## config.mk

```make
export PLATFORM = sky130hd
export DESIGN_NAME = t07_mmio_router
export DESIGN_NICKNAME = d
export VERILOG_FILES = /design/src/rtl/t07_mmio_router.sv
export SDC_FILE = /design/constraint.sdc
export NUM_CORES = 1
export LEC_CHECK = 0
export BUFFER_PORTS_ARGS = -buffer_cell sky130_fd_sc_hd__buf_2
export CORE_MARGIN = 2
export CORE_UTILIZATION = 40
export DETAILED_ROUTE_END_ITERATION = 8
export GPL_TIMING_DRIVEN = 0
export PLACE_DENSITY = 0.82
export SLEW_MARGIN = 20
export SYNTH_ARGS = -nofsm -noshare
export SYNTH_HDL_FRONTEND = slang
export SYNTH_SLANG_ARGS = --single-unit
export TNS_END_PERCENT = 10
```

## constraint.sdc

```tcl
create_clock -name clk -period 1.61 [get_ports clk]
set_input_delay 0.0805 -clock clk [delete_from_list [all_inputs] [get_ports clk]]
set_output_delay 0.0805 -clock clk [all_outputs]
set_load 0.02 [all_outputs]
```

## src/rtl/t07_mmio_router.sv

```systemverilog
// MMIO router: decodes a CPU request into memory, register or TFT access and waits for completion.
// Optional abort-on-timeout is enabled by defining T07_MMIO_TIMEOUT_EN.
module t07_mmio_router #(
  parameter int unsigned FETCH_HI       = 1024,
  parameter int unsigned REG_HI         = 1056,
  parameter int unsigned DMEM_HI        = 1792,
  parameter int unsigned TFT_HI         = 2048,
  parameter logic [7:0]  MEM_PREFIX     = 8'h33,
  parameter int unsigned TIMEOUT_CYCLES = 255
) (
  input  logic        clk,
  input  logic        nrst,
  input  logic        req_valid,
  output logic        req_ready,
  input  logic [1:0]  req_rwi,
  input  logic [31:0] req_addr,
  input  logic [31:0] req_wdata,
  output logic        rsp_valid,
  output logic [31:0] rsp_rdata,
  output logic        rsp_err,
  output logic        rsp_fetch,
  output logic [1:0]  rwi_out,
  output logic [31:0] addr_out,
  output logic [31:0] writeData_out,
  input  logic [31:0] ExtData_in,
  input  logic        busy_o,
  output logic        ri_out,
  output logic [4:0]  addr_outREG,
  input  logic [31:0] regData_in,
  input  logic        ack_REG,
  output logic        wi_out,
  output logic [31:0] addr_outTFT,
  output logic [31:0] writeData_outTFT,
  input  logic        ack_TFT
);

  typedef enum logic [1:0] {ST_IDLE, ST_WAIT, ST_RESP} state_t;
  typedef enum logic [1:0] {TGT_NONE, TGT_MEM, TGT_REG, TGT_TFT} tgt_t;

  state_t      state, state_nxt;
  tgt_t        dec_tgt, tgt_p0;
  logic        dec_fetch;
  logic [31:0] addr_p0;
  logic [31:0] wdata_p0;
  logic [1:0]  rwi_p0;
  logic        seen_busy;
  logic        is_rd, is_wr, accept;
  logic        sel_busy, done, timeout;

  assign is_rd  = (req_rwi == 2'b10);
  assign is_wr  = (req_rwi == 2'b01);
  assign accept = (state == ST_IDLE) && req_valid && (is_rd || is_wr);

  // Address/direction decode; anything not matched stays TGT_NONE and is answered with an error.
  always_comb begin
    dec_tgt   = TGT_NONE;
    dec_fetch = 1'b0;
    if (req_addr <= FETCH_HI) begin
      if (is_rd) begin
        dec_tgt   = TGT_MEM;
        dec_fetch = 1'b1;
      end
    end else if (req_addr <= REG_HI) begin
      if (is_rd) dec_tgt = TGT_REG;
    end else if (req_addr <= DMEM_HI) begin
      if (is_rd || is_wr) dec_tgt = TGT_MEM;
    end else if (req_addr < TFT_HI) begin
      if (is_wr) dec_tgt = TGT_TFT;
    end
  end

  always_comb begin
    sel_busy = 1'b0;
    case (tgt_p0)
      TGT_MEM: sel_busy = busy_o;
      TGT_REG: sel_busy = ack_REG;
      TGT_TFT: sel_busy = ack_TFT;
      default: sel_busy = 1'b0;
    endcase
  end

  assign done = (state == ST_WAIT) && seen_busy && !sel_busy;

`ifdef T07_MMIO_TIMEOUT_EN
  logic [7:0] wait_cnt;
  assign timeout = (state == ST_WAIT) && !done && (wait_cnt == 8'(TIMEOUT_CYCLES - 1));

  always_ff @(posedge clk or negedge nrst) begin
    if (!nrst)                  wait_cnt <= 8'd0;
    else if (accept)            wait_cnt <= 8'd0;
    else if (state == ST_WAIT)  wait_cnt <= wait_cnt + 8'd1;
  end
`else
  assign timeout = 1'b0;
`endif

  always_ff @(posedge clk or negedge nrst) begin
    if (!nrst) state <= ST_IDLE;
    else       state <= state_nxt;
  end

  always_comb begin
    state_nxt = state;
    case (state)
      ST_IDLE: if (accept) state_nxt = (dec_tgt == TGT_NONE) ? ST_RESP : ST_WAIT;
      ST_WAIT: if (done || timeout) state_nxt = ST_RESP;
      ST_RESP: state_nxt = ST_IDLE;
      default: state_nxt = ST_IDLE;
    endcase
  end

  // Request latch and response capture.
  always_ff @(posedge clk or negedge nrst) begin
    if (!nrst) begin
      tgt_p0    <= TGT_NONE;
      addr_p0   <= 32'd0;
      wdata_p0  <= 32'd0;
      rwi_p0    <= 2'b11;
      seen_busy <= 1'b0;
      rsp_rdata <= 32'd0;
      rsp_err   <= 1'b0;
      rsp_fetch <= 1'b0;
    end else if (accept) begin
      tgt_p0    <= dec_tgt;
      addr_p0   <= req_addr;
      wdata_p0  <= req_wdata;
      rwi_p0    <= req_rwi;
      seen_busy <= 1'b0;
      rsp_rdata <= 32'd0;
      rsp_err   <= (dec_tgt == TGT_NONE);
      rsp_fetch <= dec_fetch;
    end else if (state == ST_WAIT) begin
      if (sel_busy) seen_busy <= 1'b1;
      if (done) begin
        if (rwi_p0 == 2'b10 && tgt_p0 == TGT_MEM)      rsp_rdata <= ExtData_in;
        else if (rwi_p0 == 2'b10 && tgt_p0 == TGT_REG) rsp_rdata <= regData_in;
        else                                           rsp_rdata <= 32'd0;
      end else if (timeout) begin
        rsp_err   <= 1'b1;
        rsp_rdata <= 32'd0;
      end
    end
  end

  assign req_ready = (state == ST_IDLE);
  assign rsp_valid = (state == ST_RESP);

  // Target strobes exist only while waiting; everything else idles at zero / 2'b11.
  always_comb begin
    rwi_out          = 2'b11;
    addr_out         = 32'd0;
    writeData_out    = 32'd0;
    ri_out           = 1'b0;
    addr_outREG      = 5'd0;
    wi_out           = 1'b0;
    addr_outTFT      = 32'd0;
    writeData_outTFT = 32'd0;
    if (state == ST_WAIT) begin
      case (tgt_p0)
        TGT_MEM: begin
          rwi_out  = rwi_p0;
          addr_out = {MEM_PREFIX, addr_p0[23:0]};
          if (rwi_p0 == 2'b01) writeData_out = wdata_p0;
        end
        TGT_REG: begin
          ri_out      = 1'b1;
          addr_outREG = addr_p0[4:0];
        end
        TGT_TFT: begin
          wi_out           = 1'b1;
          addr_outTFT      = addr_p0;
          writeData_outTFT = wdata_p0;
        end
        default: ;
      endcase
    end
  end

endmodule

```

==> flow_summary_export.csv, run 1 <==
group,metric,value,unit
final_layout,finish.instance_area,9300,um2
synthesis,netlist_instances,646,
power_and_ir_drop,p_per_area,738,nW/um2
sta,worst_slack,-486,ps
floorplanning,core,13300,um2
worst_setup_path,cp_slowest_stage_delay,400,ps
clocking,clock_latency,340,ps
final_layout,final_common_cell,"buf_2",
hold_path,hold_class,"in2reg",
routing,drcViolationCount,0,
grt,grt_max_degree,55,
clocking,cts_max_level,3,
synthesis,synth_edf_count,0,
floorplanning,die_area,14600,um2
routing,via_count,6387,
final_layout,area_growth,70.5,%
worst_setup_path,crit_type,"reg2out",
worst_setup_path,cp-startpoint,"state[0]$_DFFE_PN0P_",
grt,antenna_found_initial,2,
routing,drtAntennaViolNets,0,
routing,avgViaCountPerCell,5.16,
worst_setup_path,endpoint_kind,"primary output",
placed_design,place_ws,-526,ps
grt,overflow,0,
routing,wl,22400,um
routing,first_iter_violations,383,
worst_setup_path,reg2reg_from,"state[1]$_DFFE_PN0P_",
worst_setup_path,worstPathMaxFanout,8,
sta,hold_viol_final,0,
final_layout,final_util,70.0,%
power_and_ir_drop,total_power,6.87,mW
synthesis,synthArstFlopShare,100,%
final_layout,final_cell_mix,"buf_2 (237), nand2_1 (201), dfrtp_1 (101)",
synthesis,ys_ff_latch,105,
sta,slew_viol_final,0,
synthesis,syn-cell-area,5460,um2
placed_design,dp.cells,1130,
sta,setup_viol,234,
routing,first_pass_iters,5,
placed_design,portBuffers,304,
sta,worst_slew_pin_slew,824,ps
power_and_ir_drop,p_leak,4.98,nW
placed_design,placed_cell_area,7300,um2
clocking,cts_tree,"yes",
sta,period_share,130,%
clocking,cts.clk_slew.worst_paths,70,ps
worst_setup_path,cp_cell_sequence,"and2b_2 -> and3b_1 -> buf_6 -> nand2b_4 -> nor2_4 -> buf_12 -> buf_4 -> and2_2 -> buf_6",
worst_setup_path,path_buf_inv,4,
final_layout,stdcell_count,1237,
power_and_ir_drop,irDropWorstVdd,0.530,mV
worst_setup_path,critical_path.slowest_cell,"dfrtp_1",
grt,grt_pass1_wl,32600,um
outcome,violations,"setup timing",
floorplanning,start_util,41.1,%
sta,slew_headroom,44.5,%
grt,grt_pass1_vias,6424,
synthesis,ys_warn_count,0,
worst_setup_path,required,1530,ps
clocking,cts_buffers,9,
placed_design,hpwlAfterDp,13500,um
run,maxCapViolCount,0,
floorplanning,die_h,121,um
synthesis,synth.distinct_cells,45,
final_layout,drive_above_1_share,44.8,%
sta,fmax,477,MHz
synthesis,ys_seq_area_share,48.2,%
placed_design,gp_congestion,0.871,
synthesis,syn_avg_cell_area,8.45,um2
grt,grt_usage,28.6,%
outcome,outcome,"finished with violations",
clocking,clock_path_buffers,2,
sta,rsz0062_at_grt,"true",
sta,fin_setup_tns,-69240,ps
worst_setup_path,setup.worst_path.start_class,"flop",
hold_path,hp-start,"ExtData_in[19]",
sta,period_needed,2100,ps
clocking,clock-sinks,105,
synthesis,synthFlopType,"dfrtp_1",
worst_setup_path,worst-endpoint-arrival,2020,ps
routing,wire_per_inst,18.1,um
sta,worst_clock_skew,8.90,ps
worst_setup_path,critPathTopFamily,"simple AND/OR/NAND/NOR gates",
worst_setup_path,path_common_cell,"buf_6",
final_layout,fin_nets,1192,
floorplanning,ioPinCount,309,
floorplanning,num_rows,42,
floorplanning,die_width,121,um
sta,finalHoldWorstSlack,12.0,ps
clocking,root_buffer,"clkbuf_16",
[final cells by class]
| cell class | instances | area [um2] |
|---|---|---|
| Multi-Input combinational cell | 484 | 2700 |
| Sequential cell | 105 | 2630 |
| Antenna cell | 2 | 5.00 |
| Timing Repair Buffer | 394 | 2920 |
| Tap cell | 176 | 220 |
| Fill cell | 970 | 3990 |
| Inverter | 6 | 22.5 |
| Clock inverter | 5 | 103 |
| Buffer | 54 | 457 |
| Clock buffer | 11 | 243 |
[power by group]
part / leakage, nW / total, mW / switching, mW / internal, mW
Combinational: 3.47 / 0.999 / 0.554 / 0.445
Clock: 0.166 / 2.55 / 0.986 / 1.56
Sequential: 1.35 / 3.32 / 0.320 / 3.00
[worst min-delay path: cells and delay by family]
kind	cells	cell delay, ps
AO/OA/AOI/OAI	2	170
buffers and inverters	1	70
[layer usage]
metal / part of all wire (%) / vias to the layer above / GRT usage [%]
met3: 8.0 / 84 / 6.89
met1: 37 / 3018 / 32.5
li1: - / 2904 / -
met2: 51 / 381 / 50.8
met4: 4.1 / 0 / 12.4
met5: 0 / - / 0
[cells in the mapped netlist (2+ instances only)]
cell,n,share of area (%)
clkbuf_1,27,1.9
and3_1,2,0.23
o21ai_0,5,0.46
dfrtp_1,103,47
nor3_1,2,0.18
a21oi_1,4,0.37
buf_1,3,0.21
a22o_1,2,0.32
dfstp_2,2,0.96
nor4_1,5,0.57
clkbuf_2,3,0.28
nand2_1,201,14
buf_2,7,0.64
inv_1,6,0.41
ha_1,2,0.46
nand2b_1,2,0.23
nand4_1,2,0.23
nand3_1,36,3.3
and2_1,126,14
buf_4,9,1.2
a22oi_1,32,4.4
mux2i_1,2,0.37
o21ai_1,30,2.8
buf_6,4,0.83
a31oi_1,2,0.23
nor2_1,8,0.55
[path summary, 6_finish.rpt]
kind,slack [ps],cells past startpoint,end
worst min-delay path,10,3,rsp_rdata[19]$_DFFE_PN0P_
worst min register to register,480,2,addr_p0[26]$_DFFE_PN0P_
min in group asynchronous,250,2,addr_p0[1]$_DFFE_PN0P_
worst max-delay path,-490,9,writeData_out[27]
worst max register to register,-310,8,wdata_p0[15]$_DFFE_PN0P_
max in group asynchronous,690,3,rwi_p0[1]$_DFFE_PN1P_
[cell families after synthesis]
family	synth area share (%)
and+or+nand+nor	35.4
adders and majority gates	0.458
buffers and inverters	5.73
muxes	0.642
other	0.0687
AOI/OAI and AO/OA	9.49
DFF	48.2
[timing repair]
item / 4_1_cts / 5_1_grt
hold endpoints to repair: 116 / 0
setup endpoints to repair: 238 / 237
hold buffers: 66 / 0
setup buffers: 10 / 4
gates cloned: 10 / 0
pin swaps: 11 / 1
resized for setup: 172 / 101
[state kept, by name, indices dropped and copies added (netlist names)]
| signal | cells |
|---|---|
| state | 2 |
| rsp_fetch | 1 |
| rsp_err | 1 |
| addr_p0 | 32 |
| rsp_rdata | 32 |
| wdata_p0 | 32 |
| rwi_p0 | 2 |
| tgt_p0 | 2 |
| seen_busy | 1 |
(Power assumes the default switching activity.)
==> run 2: changes to the inputs <==
CORE_AREA = 2 2 120 122   (was not set)
CORE_MARGIN = not set   (was 2)
CORE_UTILIZATION = not set   (was 40)
DIE_AREA = 0 0 122 124   (was not set)
PLACE_DENSITY = 0.78   (was 0.82)
clock period = 2.6 ns   (was 1.61 ns; I/O delays follow)
==> run 2 against run 1 <==
Net effect:
- the run now ends clean
- sequential power decreased by 39%
- hold slack improved by 1.2 ps
- register-to-register slack improved by 1000 ps
- clock skew decreased by 0.59 ps
- critical path depth decreased by 1
- via count decreased by 10%
- clock-buffer cell count increased by 1
- final cell count decreased by 3.2%
- utilization decreased by 11 points
- largest power group unchanged
- highest routed layer unchanged
==> flow_summary_export.csv, run 2 (synthesis gave the netlist of run 1 again) <==
group,metric,value,unit
final_layout,seq_area,2630,um2
grt,overflow,0,
clocking,cts_buffers,9,
worst_setup_path,worst-endpoint-arrival,2260,ps
grt,grt_usage,22.6,%
clocking,clock_latency,350,ps
clocking,cts_max_level,3,
floorplanning,die_width,122,um
worst_setup_path,endpoint_kind,"primary output",
worst_setup_path,critical_path.slowest_cell,"dfrtp_1",
clocking,clock-sinks,105,
final_layout,insertedDiodeCount,0,
sta,finalHoldWorstSlack,13.2,ps
routing,drtAntennaViolNets,0,
floorplanning,die_h,124,um
routing,wire_per_inst,14.8,um
floorplanning,core,13700,um2
sta,worst_slew_pin_slew,697,ps
run,maxCapViolCount,0,
routing,wl,17700,um
sta,fmax,419,MHz
routing,drcViolationCount,0,
sta,fin_setup_tns,0,ps
worst_setup_path,worstPathMaxFanout,10,
sta,rsz0062_at_grt,"false",
final_layout,finish.instance_area,8030,um2
final_layout,stdcell_count,1198,
worst_setup_path,required,2470,ps
grt,grt_max_degree,56,
sta,setup_viol,0,
placed_design,hpwlAfterDp,13100,um
sta,slew_headroom,53.1,%
final_layout,drive_above_1_share,34.9,%
power_and_ir_drop,p_per_area,489,nW/um2
routing,via_count,5745,
final_layout,final_util,58.5,%
sta,period_needed,2390,ps
final_layout,largest_registers,"addr_p0 (32), rsp_rdata (32), wdata_p0 (32)",
floorplanning,die_area,15100,um2
grt,antenna_found_initial,0,
power_and_ir_drop,p_leak,4.50,nW
routing,avgViaCountPerCell,4.80,
clocking,clock_path_buffers,2,
sta,period_share,91.9,%
worst_setup_path,setup.worst_path.start_class,"flop",
clocking,root_buffer,"clkbuf_16",
sta,worst_clock_skew,8.31,ps
worst_setup_path,cp_slowest_stage_delay,400,ps
placed_design,placed_cell_area,7250,um2
clocking,cts_tree,"yes",
final_layout,final_common_cell,"buf_2",
clocking,postCtsSetupRepairBufs,0,
final_layout,area_growth,47.1,%
hold_path,hold_class,"in2reg",
worst_setup_path,crit_type,"reg2out",
outcome,outcome,"complete, no violations",
sta,hold_viol_final,0,
worst_setup_path,cp_cell_sequence,"and2b_2 -> and3b_1 -> buf_4 -> nand2b_1 -> nor2_4 -> clkbuf_2 -> and2_1 -> buf_2",
worst_setup_path,r2r_slack,710,ps
routing,first_iter_violations,291,
floorplanning,num_rows,43,
final_layout,multiInputGateArea,2530,um2
floorplanning,start_util,39.8,%
grt,grt_pass1_vias,5291,
placed_design,portBuffers,304,
placed_design,gp_congestion,0.811,
clocking,cts.clk_slew.worst_paths,70,ps
grt,grt_pass1_wl,26700,um
sta,slew_viol_final,0,
final_layout,final_cell_mix,"buf_2 (310), nand2_1 (201), and2_1 (126)",
routing,first_pass_iters,4,
floorplanning,ioPinCount,309,
final_layout,fillerInstances,1227,
power_and_ir_drop,irDropWorstVdd,0.416,mV
placed_design,dp.cells,1134,
final_layout,fin_nets,1151,
## run 2: final timing paths
check | end | startpoint | cells past startpoint
setup / recovery | writeData_out[28] | state[1]$_DFFE_PN0P_ | 8
hold / removal | addr_p0[31]$_DFFE_PN0P_ | req_addr[31] | 3
setup reg to reg | tgt_p0[1]$_DFFE_PN0P_ | state[0]$_DFFE_PN0P_ | 5
hold reg to reg | addr_p0[24]$_DFFE_PN0P_ | addr_p0[24]$_DFFE_PN0P_ | 2
max in group asynchronous | rwi_p0[0]$_DFFE_PN1P_ | nrst | 3
min in group asynchronous | addr_p0[1]$_DFFE_PN0P_ | nrst | 2
## run 2: worst max-delay path, delay by kind of cell, from the launching register on
kind,cells,cell delay (ps)
AND/OR/NAND/NOR,5,940
buffers and inverters,3,570
flip-flops,1,400
## run 2: area by class of cell
class,instances,share of cell area (%)
Inverter,6,0.281
Timing Repair Buffer,353,25.4
Clock inverter,4,0.670
Sequential cell,105,32.8
Tap cell,180,2.81
Multi-Input combinational cell,484,31.5
Buffer,54,3.63
Clock buffer,12,2.95
## run 2: repair_timing
item / in CTS / in global routing
hold endpoints to repair: 97 / 0
hold buffers: 48 / 0
resized for setup: 0 / 3
setup endpoints to repair: 0 / 80
## run 2: where the power goes
| group | internal, mW | leakage, nW | switching, mW |
|---|---|---|---|
| sequential | 1.86 | 1.35 | 0.155 |
| clock | 0.751 | 0.133 | 0.609 |
| combinational | 0.248 | 3.01 | 0.306 |
| total | 2.86 | 4.50 | 1.07 |
## run 2: per-layer routing
metal / vias to the layer above / part of all wire [%] / track usage (%)
li1: 2823 / - / -
met5: - / 0 / 0
met4: 0 / 1.6 / 6.61
met3: 23 / 7.2 / 4.76
met2: 226 / 51 / 40.2
met1: 2673 / 41 / 27.7
## run 2: stage by stage
step | worst slack, ps | power (mW)
5_1_grt | 32.6 | 4.12
6_report | 211 | 3.93
2_1_floorplan | 801 | 2.25
3_3_place_gp | 233 | 2.50
3_5_place_dp | 416 | 2.53
4_1_cts | 35.7 | 3.95
==> run 3: changes to the inputs <==
CELL_PAD_IN_SITES_DETAIL_PLACEMENT = 1   (was not set)
CELL_PAD_IN_SITES_GLOBAL_PLACEMENT = 2   (was not set)
CORE_AREA = not set   (was 2 2 120 122)
CORE_MARGIN = 2   (was not set)
CORE_UTILIZATION = 25   (was not set)
DIE_AREA = not set   (was 0 0 122 124)
PLACE_DENSITY = 0.89   (was 0.78)
==> run 3 against run 2 <==
Net effect:
- combinational power rose by 2%
- register-to-register slack got worse by 80 ps
- total power rose by 6.4%
- die area rose by 52%
- hold slack got worse by 1.1 ps
- largest power group unchanged
==> flow_summary_export.csv, run 3 (synthesis gave the netlist of run 1 again) <==
group,metric,value,unit
grt,antenna_found_initial,4,
sta,fmax,405,MHz
routing,drtAntennaViolNets,0,
power_and_ir_drop,p_per_area,506,nW/um2
worst_setup_path,worst-endpoint-arrival,2340,ps
clocking,clock_path_buffers,2,
worst_setup_path,setup.worst_path.start_class,"flop",
final_layout,final_cell_mix,"buf_2 (311), nand2_1 (201), and2_1 (126)",
sta,worst_slew_pin_slew,853,ps
floorplanning,start_util,25.2,%
worst_setup_path,crit_type,"reg2out",
clocking,clock_latency,350,ps
floorplanning,die_h,152,um
final_layout,drive_above_1_share,34.8,%
sta,fin_setup_tns,0,ps
routing,first_pass_iters,4,
floorplanning,num_rows,54,
routing,wl,21200,um
routing,first_iter_violations,172,
sta,hold_viol_final,0,
power_and_ir_drop,p_leak,4.55,nW
routing,via_count,5827,
worst_setup_path,worstPathMaxFanout,10,
hold_path,hold_class,"in2reg",
sta,slew_viol_final,0,
final_layout,final_common_cell,"buf_2",
worst_setup_path,required,2470,ps
placed_design,place_ws,292,ps
placed_design,placed_cell_area,7370,um2
final_layout,fin_nets,1156,
routing,drcViolationCount,0,
grt,grt_pass1_wl,31400,um
final_layout,largest_registers,"addr_p0 (32), rsp_rdata (32), wdata_p0 (32)",
clocking,cts_max_level,3,
worst_setup_path,endpoint_kind,"primary output",
sta,slew_headroom,42.6,%
routing,avgViaCountPerCell,4.47,
sta,period_needed,2470,ps
grt,grt_max_degree,67,
sta,rsz0062_at_grt,"false",
sta,setup_viol,0,
final_layout,area_growth,51.4,%
run,maxCapViolCount,0,
floorplanning,die_width,152,um
sta,period_share,95.0,%
floorplanning,core,21600,um2
floorplanning,ioPinCount,309,
routing,wire_per_inst,16.3,um
clocking,root_buffer,"clkbuf_16",
placed_design,hpwlAfterDp,16100,um
clocking,cts_tree,"yes",
floorplanning,die_area,23000,um2
grt,grt_usage,17.9,%
clocking,cts.clk_slew.worst_paths,80,ps
clocking,cts_buffers,9,
outcome,outcome,"complete, no violations",
power_and_ir_drop,irDropWorstVdd,0.285,mV
placed_design,portBuffers,304,
sta,worst_clock_skew,10.8,ps
worst_setup_path,r2r_slack,630,ps
grt,grt_pass1_vias,5734,
clocking,clock-sinks,105,
final_layout,stdcell_count,1305,
placed_design,gp_congestion,0.797,
placed_design,dp.cells,1234,
grt,overflow,0,
sta,worst_slack,129,ps
final_layout,finish.instance_area,8260,um2
## run 3: what timing repair did
item | in CTS | in global routing
gates cloned | 0 | 0
pin swaps | 0 | 0
setup endpoints to repair | 42 | 17
gates resized for setup | 1 | 2
hold endpoints to repair | 92 | 0
hold buffers | 54 | 0
buffers inserted | 0 | 0
## run 3: area by class of cell
| cell class | count | area (um2) |
|---|---|---|
| well taps | 280 | 350 |
| inverters | 6 | 22.5 |
| diodes | 4 | 10.0 |
| multi-input cells | 484 | 2530 |
| flip-flops and latches | 105 | 2630 |
| plain buffers | 53 | 287 |
| clock buffers | 11 | 243 |
| fillers | 2683 | 13400 |
| repair buffers | 359 | 2100 |
| clock inverters | 3 | 90.1 |
## run 3: path summary, 6_finish.rpt
kind,end,depth (start not counted),start
worst max-delay path,writeData_out[17],8,state[1]$_DFFE_PN0P_
worst min-delay path,addr_p0[3]$_DFFE_PN0P_,3,req_addr[3]
worst max register to register,tgt_p0[1]$_DFFE_PN0P_,5,state[0]$_DFFE_PN0P_
worst min register to register,addr_p0[29]$_DFFE_PN0P_,2,addr_p0[29]$_DFFE_PN0P_
max in group asynchronous,rwi_p0[0]$_DFFE_PN1P_,3,nrst
min in group asynchronous,addr_p0[5]$_DFFE_PN0P_,2,nrst
## run 3: per-layer routing
layer	vias to the layer above	track usage [%]	wire [um]
met1	2789	22.1	8990
met4	0	4.49	232
li1	2834	-	-
met2	191	31.5	10600
met3	13	3.83	1410
met5	-	0	0
## run 3: where the power goes
group	switching, mW	internal, mW	total, mW
Sequential	0.167	1.86	2.03
Combinational	0.313	0.254	0.566
Clock	0.628	0.960	1.59
## run 3: metrics by stage
stage                     power, mW  hold WS (ps)  utilization (%)
after global routing           4.41          15.8             38.2
after floorplan                2.25          -166                -
final                          4.18          12.1             38.2
after global placement         2.53           322             34.0
after CTS                      4.25          1.35             38.2
after detailed placement       2.57          73.1             34.1
## run 3: critical path, stage by stage (launching register included)
cell and delay, ps:
dfrtp_1 410, and2b_2 300, and3b_1 170, buf_4 190
nand2b_1 120, nor2_4 210, clkbuf_2 260, and2_1 170
buf_2 170
